## src/rtl/pc_pkg.sv

```systemverilog
// pc_pkg: shared constants, command encoding and pointer-width helper for pc_stack
package pc_pkg;
  localparam int PC_WIDTH = 16;
  localparam int PC_DEPTH = 8;
  typedef enum logic [2:0] {CMD_HOLD, CMD_INC, CMD_LOAD, CMD_CALL, CMD_RET, CMD_CONFLICT} cmd_t;
  function automatic int ptr_w(input int depth);
    return $clog2(depth) + 1;
  endfunction
endpackage

```

## src/rtl/lifo_mem.sv

```systemverilog
// lifo_mem: DEPTH x WIDTH return-address storage, write at ptr, combinational read at ptr-1
module lifo_mem #(
  parameter int WIDTH = 16,
  parameter int DEPTH = 8
) (
  input  logic                       clk,
  input  logic                       we,
  input  logic [$clog2(DEPTH)-1:0]   ptr,
  input  logic [WIDTH-1:0]           wdata,
  output logic [WIDTH-1:0]           rdata
);
  logic [WIDTH-1:0] mem [DEPTH];
  // store the pushed return address; contents need no reset
  always_ff @(posedge clk)
    if (we) mem[ptr] <= wdata;
  assign rdata = mem[ptr - ($clog2(DEPTH))'(1)];
endmodule

```

## src/rtl/pc_stack.sv

```systemverilog
// pc_stack: program counter with return-address stack; PC_STACK_WRAP_EN makes the stack circular
module pc_stack
  import pc_pkg::*;
#(
  parameter int WIDTH = PC_WIDTH,
  parameter int DEPTH = PC_DEPTH
) (
  input  logic                      clk,
  input  logic                      reset,
  input  logic [WIDTH-1:0]          in,
  input  logic                      load,
  input  logic                      inc,
  input  logic                      call,
  input  logic                      ret,
  output logic [WIDTH-1:0]          out,
  output logic [ptr_w(DEPTH)-1:0]   depth,
  output logic                      full,
  output logic                      empty,
  output logic                      overflow,
  output logic                      underflow,
  output logic                      conflict
);
  localparam int AW = $clog2(DEPTH);
  localparam int PW = ptr_w(DEPTH);
`ifdef PC_STACK_WRAP_EN
  localparam bit WRAP = 1'b1;
`else
  localparam bit WRAP = 1'b0;
`endif
  logic [AW-1:0] top;
  logic [WIDTH-1:0] tos;
  logic [WIDTH-1:0] nxt;
  logic push;
  logic pop;
  cmd_t cmd;
  assign full = depth == PW'(DEPTH);
  assign empty = depth == '0;
  assign nxt = out + WIDTH'(1);
  // resolve simultaneous commands by fixed priority
  always_comb
    cmd = call && ret ? CMD_CONFLICT :
          ret         ? CMD_RET :
          call        ? CMD_CALL :
          load        ? CMD_LOAD :
          inc         ? CMD_INC : CMD_HOLD;
  assign push = cmd == CMD_CALL && (!full || WRAP);
  assign pop = cmd == CMD_RET && !empty;
  lifo_mem #(.WIDTH(WIDTH), .DEPTH(DEPTH)) u_mem (
    .clk  (clk),
    .we   (push),
    .ptr  (top),
    .wdata(nxt),
    .rdata(tos)
  );
  // top wraps modulo DEPTH so a full circular push overwrites the oldest entry
  always_ff @(posedge clk or posedge reset)
    if (reset) begin
      out <= '0;
      depth <= '0;
      top <= '0;
      overflow <= 1'b0;
      underflow <= 1'b0;
      conflict <= 1'b0;
    end else begin
      if (push) begin
        out <= in;
        top <= top + AW'(1);
        depth <= full ? depth : depth + PW'(1);
      end else if (pop) begin
        out <= tos;
        top <= top - AW'(1);
        depth <= depth - PW'(1);
      end else if (cmd == CMD_LOAD) out <= in;
      else if (cmd == CMD_INC) out <= nxt;
      overflow <= overflow | (cmd == CMD_CALL && full);
      underflow <= underflow | (cmd == CMD_RET && empty);
      conflict <= conflict | (cmd == CMD_CONFLICT);
    end
endmodule
```

## config.mk

```make
export PLATFORM = sky130hd
export DESIGN_NAME = pc_stack
export DESIGN_NICKNAME = d
export VERILOG_FILES = /design/src/rtl/pc_pkg.sv /design/src/rtl/lifo_mem.sv /design/src/rtl/pc_stack.sv
export SDC_FILE = /design/constraint.sdc
export NUM_CORES = 1
export LEC_CHECK = 0
export CAP_MARGIN = 10
export CORE_MARGIN = 2
export CORE_UTILIZATION = 59
export DETAILED_ROUTE_END_ITERATION = 8
export GPL_TIMING_DRIVEN = 0
export PLACE_DENSITY = 0.84
export REMOVE_ABC_BUFFERS = 1
export SLEW_MARGIN = 20
export SYNTH_ARGS = -nofsm -noshare
export SYNTH_HDL_FRONTEND = slang
export SYNTH_SLANG_ARGS = --single-unit
```

## constraint.sdc

```tcl
create_clock -name clk -period 3.9 [get_ports clk]
set_input_delay 0.78 -clock clk [delete_from_list [all_inputs] [get_ports clk]]
set_output_delay 0.78 -clock clk [all_outputs]
set_load 0.01 [all_outputs]
```

Word level (Yosys, flattened, before mapping). Memories as Yosys holds them, arrays and structs flattened. Index checks and enable logic that the tools add are counted.

Flip-flop bits (word level): 26. Memory bits (writable): 128. Logic and storage cells: 49. Memories: 1.

Add/subtract/negate cells: 5. Eq/ne operators: 7. Muxes and demuxes: 16. Bitwise gates (word level): 3. Reduce and logical (&&, ||, !) cells: 11.

Memories: u_mem.mem (depth 8, width 16, read ports 1, clocked after memory_dff 0, wr ports 1, line lifo_mem.sv:12) `logic [WIDTH-1:0] mem [DEPTH];`.

Operators with widths (count): 16-bit two-way mux (4); 16-bit by 1-bit adder with 16-bit output, second input constant (1); 3-bit two-way mux (4); 4-bit two-way mux (3); 3-bit by 2-bit == test with 1-bit output, second input constant (2); 3-bit == test, second input constant (2); 1-bit logical AND (5); 4-bit by 1-bit adder with 4-bit output, second input constant (1); 4-bit == test, second input constant (1); 4-bit logical NOT (1); 2-bit two-way mux (2); 4-bit nonzero test (1); 4-bit by 1-bit subtractor with 4-bit output, second input constant (1); 3-bit by 1-bit adder with 3-bit output, second input constant (1); 3-bit by 1-bit == test with 1-bit output, second input constant (1); 1-bit two-way mux (3); 1-bit bitwise OR (3); 3-bit by 1-bit subtractor with 3-bit output, second input constant (1); 1-bit logical NOT (2); 2-bit != test, second input constant (1); 2-bit AND reduction (1); 2-bit nonzero test (1).

Longest topological paths before layout.
Word-level depth: 10. Mapped depth: 12.

By module. Synthesis repeated with hierarchy kept, for this count alone.

Cells, all modules: 538. Area, all modules: 7224.4 um2.

By module, submodules not included: lifo_mem (instances 1, cells an instance 311, area each 5243.8 um2); pc_stack (instances 1, cells an instance 227, area each 1980.6 um2).

Worst setup path after synthesis. OpenSTA, ideal clock, no wires.

Path type: input to register. Start point: input port call. End point: memory u_mem.mem[0][0] (enable). Library setup time: 0.430 ns. Data arrival time: 3.043 ns. Required time: 3.470 ns. Slack: 0.427 ns. Stages on the path: 6. Path buffers: 2. Cells stage by stage: nor2b_1 -> and2_4 -> buf_6 -> inv_1 -> buf_4 -> nor4_1.

Word-level cells in the longest chain between the ends: 7. Elaborated cells between the ends (all ways): 8.

Ends and longest elaborated chain: start: declaration (line pc_stack.sv:13) `input logic call,`; 2-bit two-way mux (line pc_stack.sv:43) `call ? CMD_CALL :`; 3-bit two-way mux (line pc_stack.sv:42) `ret ? CMD_RET :`; 3-bit two-way mux * (line pc_stack.sv:41) `cmd = call && ret ? CMD_CONFLICT :`; 3-bit by 2-bit == test with 1-bit output * (line pc_stack.sv:46) `assign push = cmd == CMD_CALL && (!full || WRAP);`; 1-bit logical AND * (line pc_stack.sv:46); 1-bit two-way mux * (line lifo_mem.sv:15) `if (we) mem[ptr] <= wdata;`; 1-bit two-way mux (not written as such) * (line lifo_mem.sv:15); end: declaration (line lifo_mem.sv:12).

Mark *: on every way between the ends. The rest lies on a longest branch, timed or not.

Final worst setup path.
Start point: input port call. End point: memory u_mem.mem[0][6] (enable).

Same word-level chain as after synthesis.

==> impl_metrics.env <==
export IMPL_io_buffers=46
export IMPL_track_usage_pct=26.96
export IMPL_synth_compound_area_share_pct=7.518
export IMPL_syn_to_final_growth_pct=20.46
export IMPL_cts_sinks=154
export IMPL_vias_per_cell=6.551
export IMPL_path_clk_slew_ns=0.06
export IMPL_drive_above_1_share_pct=20.16
export IMPL_p_comb_share_pct=34.2
export IMPL_cts_tree="done"
export IMPL_diodes=0
export IMPL_setup_viol=0
export IMPL_fp_dieH_um=110.9
export IMPL_fmax_mhz=295.6
export IMPL_final_cells=659
export IMPL_dp_cells=627
export IMPL_dp_final_hpwl_mm=10.10
export IMPL_drc=0
export IMPL_dp_slack_ns=0.1432
export IMPL_hold_buffers=0
export IMPL_clock_power_share_pct=26.1
export IMPL_start_kind="input port"
export IMPL_crit_type="in -> reg"
export IMPL_p_seq_share_pct=39.7
export IMPL_cts_resized=0
export IMPL_num_vias=4317
export IMPL_min_period_ns=3.383
export IMPL_ant_nets=0
export IMPL_cts_setup_buffers=0
export IMPL_powerDensity_nw_per_um2=832.1
export IMPL_synthAdderAreaFrac_pct=0.9282
export IMPL_async_reset_ff_share_pct=16.88
export IMPL_grt_ovfl_total=0
export IMPL_final_cell_mix="edfxtp_1, nand2_1, clkdlybuf4s50_1"
export IMPL_status="finished, final reports clean"
export IMPL_max_slew_margin_pct=35.47
export IMPL_num_rows=39
export IMPL_maxCapViolCount=0
export IMPL_rr_endpoint="out[14]$_DFFE_PP0P_"
export IMPL_clkLatencyLatePin_ns=0.42
export IMPL_cts_max_level=4
export IMPL_timing_final_crit_share_pct=86.75
export IMPL_num_nets_final=530
export IMPL_p_leak_nw=2.816
export IMPL_core_area_sq_um=11270
export IMPL_clock_skew_final_ns=0.01088
export IMPL_gp_congestion=0.8824
export IMPL_whs_ns=0.4562
export IMPL_min_path_type="reg -> reg"
export IMPL_power_switching_mw=2.237
export IMPL_cp_data_arrival_time_ns=3.51
export IMPL_antenna_found_initial=0
export IMPL_rsz0062_at_grt="false"
export IMPL_ir_worst_vdd_uv=546.2
export IMPL_worst_slack_ns=0.5166
export IMPL_endpoint_kind="register"
export IMPL_grt_max_degree=40
export IMPL_final_common_cell="edfxtp_1"
export IMPL_synth_edf_count=128
export IMPL_first_pass_iters=6
export IMPL_synth_cell_types=60
export IMPL_drt_wirelength_per_cell_um=24.17
export IMPL_finalWirelength_mm=15.93
export IMPL_r2r_slack_ns=0.67
export IMPL_synth_top_family_by_area="multiplexers"
export IMPL_r2r_start="top[0]$_DFFE_PP0P_"
export IMPL_synth_ff_type="edfxtp_1"
export IMPL_hold_violations=0
export IMPL_synthCells=444
export IMPL_grt_pass1_vias=4337
export IMPL_grt_pass1_wl_mm=24.41
export IMPL_initialDrtViolationCount=542
export IMPL_initial_core_util_pct=59.80
export IMPL_fin_util_pct=72.03
export IMPL_avgSynthCellArea_sq_um=15.18
export IMPL_slew_violations=0
export IMPL_p_sw_share_pct=33.11
export IMPL_crit_fanout=15
export IMPL_io_pins=47
export IMPL_total_power_mw=6.756
export IMPL_synth_xor_area_share_pct=2.729
export IMPL_synth_mux_area_share_pct=10.82
export IMPL_synth_warnings=0
export IMPL_clockBufferDepth=2
export IMPL_fill_cells=661
export IMPL_synth_area_sq_um=6740
export IMPL_numCtsBuffers=17
export IMPL_die_x_um=110.9
export IMPL_ys_ff_latch=154
export IMPL_whs_path_depth=1
export IMPL_cts_root_buf="clkbuf_16"
export IMPL_synth_simple_area_share_pct=9.077
export IMPL_critPathRequiredTime_ns=4.02
export IMPL_rr_worst_depth=8
export IMPL_min_from="underflow$_DFF_PP0_"
export IMPL_p_int_mw=4.519
export IMPL_min_to="underflow$_DFF_PP0_"
export IMPL_tightest_slew_ns=0.9671
export IMPL_ys_seq_area_share_pct=66.68
export IMPL_die_area_sq_um=12300
## per-stage QoR
| step | TNS, ns | area (sq um) |
|---|---|---|
| 2_1_floorplan | 0 | 6619 |
| 3_3_place_gp | -125.12 | 7258 |
| 3_5_place_dp | 0 | 7487 |
| 4_1_cts | 0 | 8119 |
| 5_1_grt | 0 | 8119 |
| 6_report | 0 | 8119 |
## registers in the layout, summed over array words and instances, names as in the netlist
signal / cells
u_mem.mem: 128
out: 16
top: 3
depth: 4
conflict: 1
overflow: 1
underflow: 1
## area by class of cell
class / count / area [sq um] / area share (%)
Sequential cell: 154 / 4498 / 55.40
Timing Repair Buffer: 63 / 634.4 / 7.813
Clock inverter: 12 / 195.2 / 2.404
Multi-Input combinational cell: 259 / 2146 / 26.43
Clock buffer: 20 / 436.7 / 5.378
Inverter: 8 / 30.03 / 0.3699
Tap cell: 143 / 178.9 / 2.204
## per-layer routing
layer  GRT usage [%]  wire length (um)
met1           35.49              6164
met5               0                 0
met4           9.417               452
met3           6.834              1332
met2           44.42              7977
## cells by family (layout without fill, tap and decap cells)
group / count (synthesis) / after routing
fa+ha+maj: 5 / 5
simple gates: 124 / 124
compound gates: 75 / 75
xor+xnor: 21 / 21
flops: 154 / 154
mux: 34 / 34
buf+inv: 31 / 103
## worst max-delay path by stage
stage	start	to	slack (ns)
global route	call	u_mem.mem[0][1]$_DFFE_PP_	0.36
global placement	call	u_mem.mem[0][11]$_DFFE_PP_	-1.92
CTS	call	u_mem.mem[0][1]$_DFFE_PP_	0.55
floorplan	top[0]$_DFFE_PP0P_	out[14]$_DFFE_PP0P_	0.05
finish	call	u_mem.mem[0][6]$_DFFE_PP_	0.52
detailed placement	call	u_mem.mem[0][11]$_DFFE_PP_	0.14
## critical path, stage by stage
cell	delay (ns)
clkdlybuf4s50_1	0.63
nor2b_1	0.28
and2_4	0.34
inv_1	0.31
nor4_2	0.66
buf_2	0.29
buf_2	0.20
## synthesized netlist by cell type (2+ instances only)
| cell | number | share of area, % |
|---|---|---|
| o21a_1 | 2 | 0.22 |
| nand3_1 | 8 | 0.59 |
| or2_2 | 2 | 0.19 |
| a31oi_1 | 7 | 0.65 |
| xnor2_1 | 10 | 1.3 |
| nor2_1 | 26 | 1.4 |
| nand4_1 | 4 | 0.37 |
| ha_1 | 5 | 0.93 |
| buf_6 | 2 | 0.33 |
| and2_1 | 2 | 0.19 |
| o221a_2 | 2 | 0.33 |
| o2bb2ai_1 | 2 | 0.26 |
| clkbuf_1 | 9 | 0.50 |
| buf_2 | 10 | 0.74 |
| inv_1 | 8 | 0.45 |
| a21oi_1 | 22 | 1.6 |
| dfrtp_1 | 26 | 9.7 |
| mux2i_1 | 2 | 0.30 |
| nor2b_1 | 3 | 0.28 |
| buf_4 | 2 | 0.22 |
| o21ai_1 | 2 | 0.15 |
| a211oi_1 | 4 | 0.45 |
| nand2b_1 | 3 | 0.28 |
| o22a_1 | 2 | 0.26 |
| a21o_1 | 3 | 0.33 |
| nand2_1 | 48 | 2.7 |
| nor3_1 | 10 | 0.74 |
| o21ai_0 | 9 | 0.67 |
| o21bai_1 | 3 | 0.33 |
| xor2_1 | 11 | 1.4 |
| and3_1 | 3 | 0.28 |
| o22ai_1 | 3 | 0.28 |
| mux4_2 | 31 | 10 |
| nor4_1 | 5 | 0.46 |
| edfxtp_1 | 128 | 57 |
## power groups by stage
stage	clock, mW	sequential [mW]	combinational (mW)
finish	1.76	2.68	2.31
global route	1.85	2.72	2.48
CTS	1.77	2.68	2.31
detailed placement	0	2.70	2.27
global placement	0	2.67	2.06
floorplan	0	2.64	1.38
Note: power is estimated with default switching activity, not from simulation.
